--- src/rtl/bch_t8_pkg.sv ---
// Shared constants and types for the DVB-S2 t=8 BCH parity engine.
package bch_t8_pkg;

    localparam int BCH_W        = 16;
    localparam int BCH_PAR_BITS = 128;
    localparam int PAR_WORDS    = 8;
    localparam int ROM_ROWS     = 16;

    typedef enum logic [1:0] {
        ST_LOAD   = 2'd0,
        ST_IDLE   = 2'd1,
        ST_DATA   = 2'd2,
        ST_PARITY = 2'd3
    } fsm_state_e;

    // One 128-bit next-state contribution per bit of the 16-bit feedback word.
    typedef logic [ROM_ROWS-1:0][BCH_PAR_BITS-1:0] row_bank_t;

endpackage

--- src/rtl/bch_t8_lfsr_step.sv ---
// One 16-bit-parallel step of the 128-bit BCH remainder register.
module bch_t8_lfsr_step
    import bch_t8_pkg::*;
(
    input  logic [BCH_PAR_BITS-1:0] state,
    input  logic [BCH_W-1:0]        data,
    input  row_bank_t               bank,
    output logic [BCH_PAR_BITS-1:0] next_state
);

    logic [BCH_W-1:0] f;

    // NOTE: blocking assignments are correct here; the XOR tree is built by
    // accumulating into next_state in order, and every output gets a default first.
    always_comb begin
        f          = state[BCH_PAR_BITS-1 -: BCH_W] ^ data;
        next_state = {state[BCH_PAR_BITS-BCH_W-1:0], {BCH_W{1'b0}}};
        for (int k = 0; k < BCH_W; k++) begin
            if (f[k]) begin
                next_state = next_state ^ bank[k];
            end
        end
    end

endmodule

--- src/rtl/bch_t8_parity_engine.sv ---
// Systematic BCH (t=8) parity appender, 16 bits per clock, with ROM preload.
// Optional build macro BCH_BYPASS_EN adds a per-frame parity bypass input.
module bch_t8_parity_engine
    import bch_t8_pkg::*;
#(
    parameter int ROW_CNT   = 16,
    parameter int PAR_WORDS = 8
) (
    input  logic         clk_1x,
    input  logic         rst_n,
    output logic         rom_rd_en,
    output logic [4:0]   rom_rdaddr,
    input  logic [127:0] rom_rd_q,
    input  logic         s_valid,
    output logic         s_ready,
    input  logic [15:0]  s_data,
    input  logic         s_last,
    output logic         m_valid,
    input  logic         m_ready,
    output logic [15:0]  m_data,
    output logic         m_last,
    output logic         busy_load
`ifdef BCH_BYPASS_EN
    ,
    input  logic         bch_bypass
`endif
);

    localparam int PCW = (PAR_WORDS > 1) ? $clog2(PAR_WORDS) : 1;
    localparam logic [PCW-1:0] PAR_LAST   = PCW'(PAR_WORDS - 1);
    localparam logic [4:0]     LOAD_ISSUE = 5'(ROW_CNT);
    localparam logic [4:0]     LOAD_DONE  = 5'(ROW_CNT + 1);

    fsm_state_e              fsm;
    logic [4:0]              load_cnt;
    logic                    cap_en;
    logic [3:0]              cap_addr;
    row_bank_t               bank;
    logic [BCH_PAR_BITS-1:0] lfsr;
    logic [BCH_PAR_BITS-1:0] lfsr_next;
    logic [PCW-1:0]          par_cnt;
    logic                    out_free;
    logic                    accept;

    assign out_free  = ~m_valid | m_ready;
    assign s_ready   = ((fsm == ST_IDLE) || (fsm == ST_DATA)) && out_free;
    assign accept    = s_valid & s_ready;
    assign busy_load = (fsm == ST_LOAD);

    bch_t8_lfsr_step u_step (
        .state      (lfsr),
        .data       (s_data),
        .bank       (bank),
        .next_state (lfsr_next)
    );

`ifdef BCH_BYPASS_EN
    logic bypass_r;
    logic bypass_now;
    // The bypass choice is taken from the port on the first word, then held.
    assign bypass_now = (fsm == ST_IDLE) ? bch_bypass : bypass_r;
`endif

    // NOTE: the row bank is plain flops, not a RAM macro, so it can and does
    // take the asynchronous reset along with the rest of the state.
    always_ff @(posedge clk_1x or negedge rst_n) begin
        if (!rst_n) begin
            fsm        <= ST_LOAD;
            load_cnt   <= '0;
            rom_rd_en  <= 1'b0;
            rom_rdaddr <= '0;
            cap_en     <= 1'b0;
            cap_addr   <= '0;
            bank       <= '0;
            lfsr       <= '0;
            par_cnt    <= '0;
            m_valid    <= 1'b0;
            m_data     <= '0;
            m_last     <= 1'b0;
`ifdef BCH_BYPASS_EN
            bypass_r   <= 1'b0;
`endif
        end else begin
            case (fsm)
                ST_LOAD: begin
                    // Reads are issued for ROW_CNT cycles; each row lands one cycle later.
                    load_cnt   <= load_cnt + 5'd1;
                    rom_rd_en  <= (load_cnt < LOAD_ISSUE);
                    rom_rdaddr <= (load_cnt < LOAD_ISSUE) ? load_cnt : 5'd0;
                    cap_en     <= rom_rd_en;
                    cap_addr   <= rom_rdaddr[3:0];
                    if (cap_en) begin
                        bank[cap_addr] <= rom_rd_q;
                    end
                    if (load_cnt == LOAD_DONE) begin
                        fsm      <= ST_IDLE;
                        load_cnt <= '0;
                    end
                end

                ST_IDLE, ST_DATA: begin
                    if (accept) begin
                        m_data  <= s_data;
                        m_valid <= 1'b1;
                        m_last  <= 1'b0;
`ifdef BCH_BYPASS_EN
                        if (fsm == ST_IDLE) begin
                            bypass_r <= bch_bypass;
                        end
                        if (bypass_now) begin
                            m_last <= s_last;
                            fsm    <= s_last ? ST_IDLE : ST_DATA;
                        end else begin
                            lfsr <= lfsr_next;
                            fsm  <= s_last ? ST_PARITY : ST_DATA;
                        end
`else
                        lfsr <= lfsr_next;
                        fsm  <= s_last ? ST_PARITY : ST_DATA;
`endif
                    end else if (out_free) begin
                        m_valid <= 1'b0;
                    end
                end

                ST_PARITY: begin
                    if (out_free) begin
                        m_data  <= lfsr[BCH_PAR_BITS-1 -: BCH_W];
                        lfsr    <= lfsr << BCH_W;
                        m_valid <= 1'b1;
                        if (par_cnt == PAR_LAST) begin
                            m_last  <= 1'b1;
                            par_cnt <= '0;
                            fsm     <= ST_IDLE;
                        end else begin
                            m_last  <= 1'b0;
                            par_cnt <= par_cnt + 1'b1;
                        end
                    end
                end
            endcase
        end
    end

endmodule
--- config.mk ---
export PLATFORM = sky130hd
export DESIGN_NAME = bch_t8_parity_engine
export DESIGN_NICKNAME = d
export VERILOG_FILES = /design/src/rtl/bch_t8_pkg.sv /design/src/rtl/bch_t8_lfsr_step.sv /design/src/rtl/bch_t8_parity_engine.sv
export SDC_FILE = /design/constraint.sdc
export NUM_CORES = 2
export LEC_CHECK = 0
export ABC_AREA = 0
export ABC_CLOCK_PERIOD_IN_PS = 2500
export BUFFER_PORTS_ARGS = -buffer_cell sky130_fd_sc_hd__buf_2
export CAP_MARGIN = 5
export CELL_PAD_IN_SITES_DETAIL_PLACEMENT = 0
export CELL_PAD_IN_SITES_GLOBAL_PLACEMENT = 1
export CORE_UTILIZATION = 29
export CTS_CLUSTER_DIAMETER = 200
export DETAILED_ROUTE_END_ITERATION = 12
export PLACE_DENSITY = 0.51
export SLEW_MARGIN = 20
export SYNTH_ARGS = -nofsm -noshare
export SYNTH_HDL_FRONTEND = slang
export SYNTH_SLANG_ARGS = --single-unit
--- constraint.sdc ---
create_clock -name clk_1x -period 2.5 [get_ports clk_1x]
set_input_delay 0.125 -clock clk_1x [delete_from_list [all_inputs] [get_ports clk_1x]]
set_output_delay 0.125 -clock clk_1x [all_outputs]
set_load 0.03 [all_outputs]
==> impl_metrics.tcl <==
set metrics [dict create \
    fin_hold_ws_ps 177.1 \
    critPathMaxStageDelay_ps 440 \
    area_of_the_placeable_core_um2 378900 \
    hold_violations 0 \
    final_setup_slack_of_the_worst_path_ps -268.5 \
    layout.cells.most_common "sky130_fd_sc_hd__dfrtp_1" \
    grt_setup_unrepaired "yes" \
    cts_max_path_buffers 4 \
    irDropWorstVdd_v 0.0006409 \
    synth_area_um2 110400 \
    grt.total_usage_pct 21.19 \
    synth_top_cells_by_area "sky130_fd_sc_hd__dfrtp_1 50%, sky130_fd_sc_hd__mux2_2 21%, sky130_fd_sc_hd__xnor2_1 10%, sky130_fd_sc_hd__nand2_1 7.1%, sky130_fd_sc_hd__xor2_1 4.2%" \
    p_leak_nw 63.11 \
    drt_iter0_markers 4130 \
    maxClockFrequency_ghz 0.3612 \
    syn2layout_area_growth_pct 29.23 \
    design.die.area_um2 383000 \
    firstDrtPassIters 11 \
    mostFrequentLayoutCells "2203 x sky130_fd_sc_hd__dfrtp_1, 2057 x sky130_fd_sc_hd__mux2_2, 1977 x sky130_fd_sc_hd__nand2_1, 1072 x sky130_fd_sc_hd__xnor2_1, 589 x sky130_fd_sc_hd__buf_4" \
    cp_max_delay_cell "sky130_fd_sc_hd__dfrtp_2" \
    multi_input_area_um2 55800 \
    timing_worst_setup_path_type "register to register" \
    antenna_violations_before_repair 41 \
    synthesis.yosys.warnings 0 \
    wl_um 411900 \
    max_cap_violation_count 0 \
    cell_type_with_the_highest_aggregate_area_in_the_netlist "sky130_fd_sc_hd__dfrtp_1" \
    width_of_the_chip_um 618.9 \
    clkLatencyLatePin_ps 920 \
    routability_congestion_estimate_from_global_placement 0.7694 \
    synthesized_netlist_cell_count 9401 \
    fp-row-count 226 \
    synth_seq_area_share_pct 50.21 \
    worst_ep_required_time_ps 3340 \
    postSynthAreaPerCell_um2 11.74 \
    tritoncts "done" \
    share_of_post_route_cells_with_drive_strength_above_1_pct 39.70 \
    final-seq-area_um2 55420 \
    holdPathStages 4 \
    final_number_of_max_transition_violations 0 \
    routedWlPerCell_um 26.26 \
    reg2reg_depth 12 \
    finalCoreUtilization_pct 37.64 \
    endpoint_kind "register" \
    synth_largest_type_area_fraction_pct 50.21 \
    detailed_place_hpwl_um 255500 \
    cts-htree-levels 5 \
    min-delay-path-class "input port to register" \
    largest_net_degree_at_the_start_of_global_routing 130 \
    final_nets 10620 \
    finalSetupViolations 125 \
    total_number_of_cells_along_the_worst_setup_path 12 \
    routed_via_density 4.716 \
    arrival_time_at_the_worst_endpoint_ps 3600 \
    timing.setup.tns_ps -14240 \
    total_grt_overflow 0 \
    timing.critical_path.fanout_max 7 \
    grt_first_pass_wirelength_um 588400 \
    ys_ff_latch 2214 \
    die-height_um 618.9 \
    power.density_cell_area_nw_per_um2 1314 \
    io_buffer_count 173 \
    critical-path-top-cell-by-count "sky130_fd_sc_hd__xnor2_2" \
    clock_tree_skew_after_final_layout_ps 47.65 \
    antenna_left 0 \
    cts_made_buffers 278 \
    cp_buf_inv_count 4 \
    num-fill-cells 36650 \
    clock-sinks 2214 \
    io-pin-count 175 \
    start_kind "register" \
    root_buffer "sky130_fd_sc_hd__clkbuf_16" \
    route.vias.total 73960 \
    run_status "complete, but fails checks" \
    min_period_over_period_pct 110.7 \
    critPathTopFamily "XOR/XNOR gates" \
    worstPathCellList "xor2_4, buf_6, buf_12, buf_16, buf_4, nand2_1, xor2_2, xnor2_2, xnor2_2, xnor3_1, o21ai_4, o21a_1" \
    failed_checks "design-rule violations, negative setup slack" \
    drt_drc_violations_left 1 \
    via_count_of_the_first_global_routing_pass 77560 \
    post-route-min-period_ps 2769 \
    clk_pin_slew_ps 60 \
    tightestPinTransition_ps 1072 \
    totalPowerFinal_mw 187.3 \
    synth_cell_types 36 \
    initial_standard_cell_utilization_of_the_core_pct 29.12 \
    worst_slew_margin_rel_pct 28.56 \
    synth.net_count 9556 \
]
## tightest hold or removal path, stage by stage
cell	delay, ps
sky130_fd_sc_hd__dlygate4sd3_1	530
sky130_fd_sc_hd__buf_2	160
sky130_fd_sc_hd__mux2i_1	130
sky130_fd_sc_hd__o21ai_0	90
## synth_stat cells (all sizes together)
library cell     n
nand2         2096
and3             1
nor4             1
nand4            2
nor3b            1
nand4b           1
dfrtp         2214
nand3            3
mux2i           18
ha               6
inv              8
a221o            1
nand3b           4
a21o             1
or3              1
nor3             3
o22ai            7
a22oi            1
xnor3          106
or4              2
nand2b           5
nor2b            1
buf            208
o21ai          145
mux2          2057
and2             2
conb             1
o21a           106
clkbuf         430
nor2            18
a21oi          114
xnor2         1303
xor2           534
## sequential cells by signal, indices dropped and copies added (netlist names)
signal	cells
m_data	16
rom_rd_en	1
cap_addr	4
bank	2048
load_cnt	5
lfsr	128
fsm	2
m_valid	1
m_last	1
rom_rdaddr	4
par_cnt	3
cap_en	1
## final timing paths
check	to	slack (ps)	from
setup / recovery	lfsr[38]	-270	lfsr[119]
hold / removal	m_data[10]	180	s_data[10]
setup reg to reg	lfsr[38]	-270	lfsr[119]
hold reg to reg	m_data[9]	480	m_data[9]
max in group asynchronous	bank[1789]	830	rst_n
min in group asynchronous	bank[1347]	440	rst_n
## where the power goes
part           internal, mW  total, mW  switching [mW]
Clock                  23.3       39.9            16.5
Sequential             44.5       50.4            5.86
Combinational          49.8       97.1            47.4
Total                   118        187            69.8
## through the flow
step / worst slack (ps) / instances / cell area [um2]
floorplan: 31.87 / 9401 / 110400
global placement: -697.8 / 14720 / 124200
detailed placement: -702.6 / 14720 / 124200
CTS: -306.6 / 15540 / 138900
global route: -337.8 / 15680 / 142600
finish: -268.5 / 15680 / 142600
## cell families after synthesis
family / synth area share, %
flip-flops: 50.21
AND/OR/NAND/NOR: 7.347
multiplexers: 21.15
XOR/XNOR: 16.74
buffers and inverters: 2.520
AO/OA/AOI/OAI: 1.958
adder cells (fa/ha/maj): 0.06803
other: 0.003398
## routing by layer
layer | vias up | share of wire [%] | track usage [%]
met2 | 1124 | 48 | 35.31
met4 | 14 | 2.2 | 4.206
li1 | 32960 | - | -
met1 | 39420 | 47 | 29.75
met3 | 446 | 3.2 | 2.231
met5 | - | 0.023 | 0
## cell type report
type                    count  share of cell area, %
diodes                     13                0.02281
clock buffers             410                  5.703
clock inverters            61                 0.4413
flip-flops and latches   2214                  38.86
well taps                5016                  4.401
inverters                   8                0.02106
multi-input cells        6541                  39.13
repair buffers           1420                  11.43
## what timing repair did
action	CTS	global route
setup buffers	192	146
endpoints found under the setup margin	141	286
gates cloned	15	9
pin swaps	228	287
hold buffers	153	0
hold endpoints to repair	4125	0
resized for setup	425	447
Note: power is estimated with default switching activity, not from simulation.
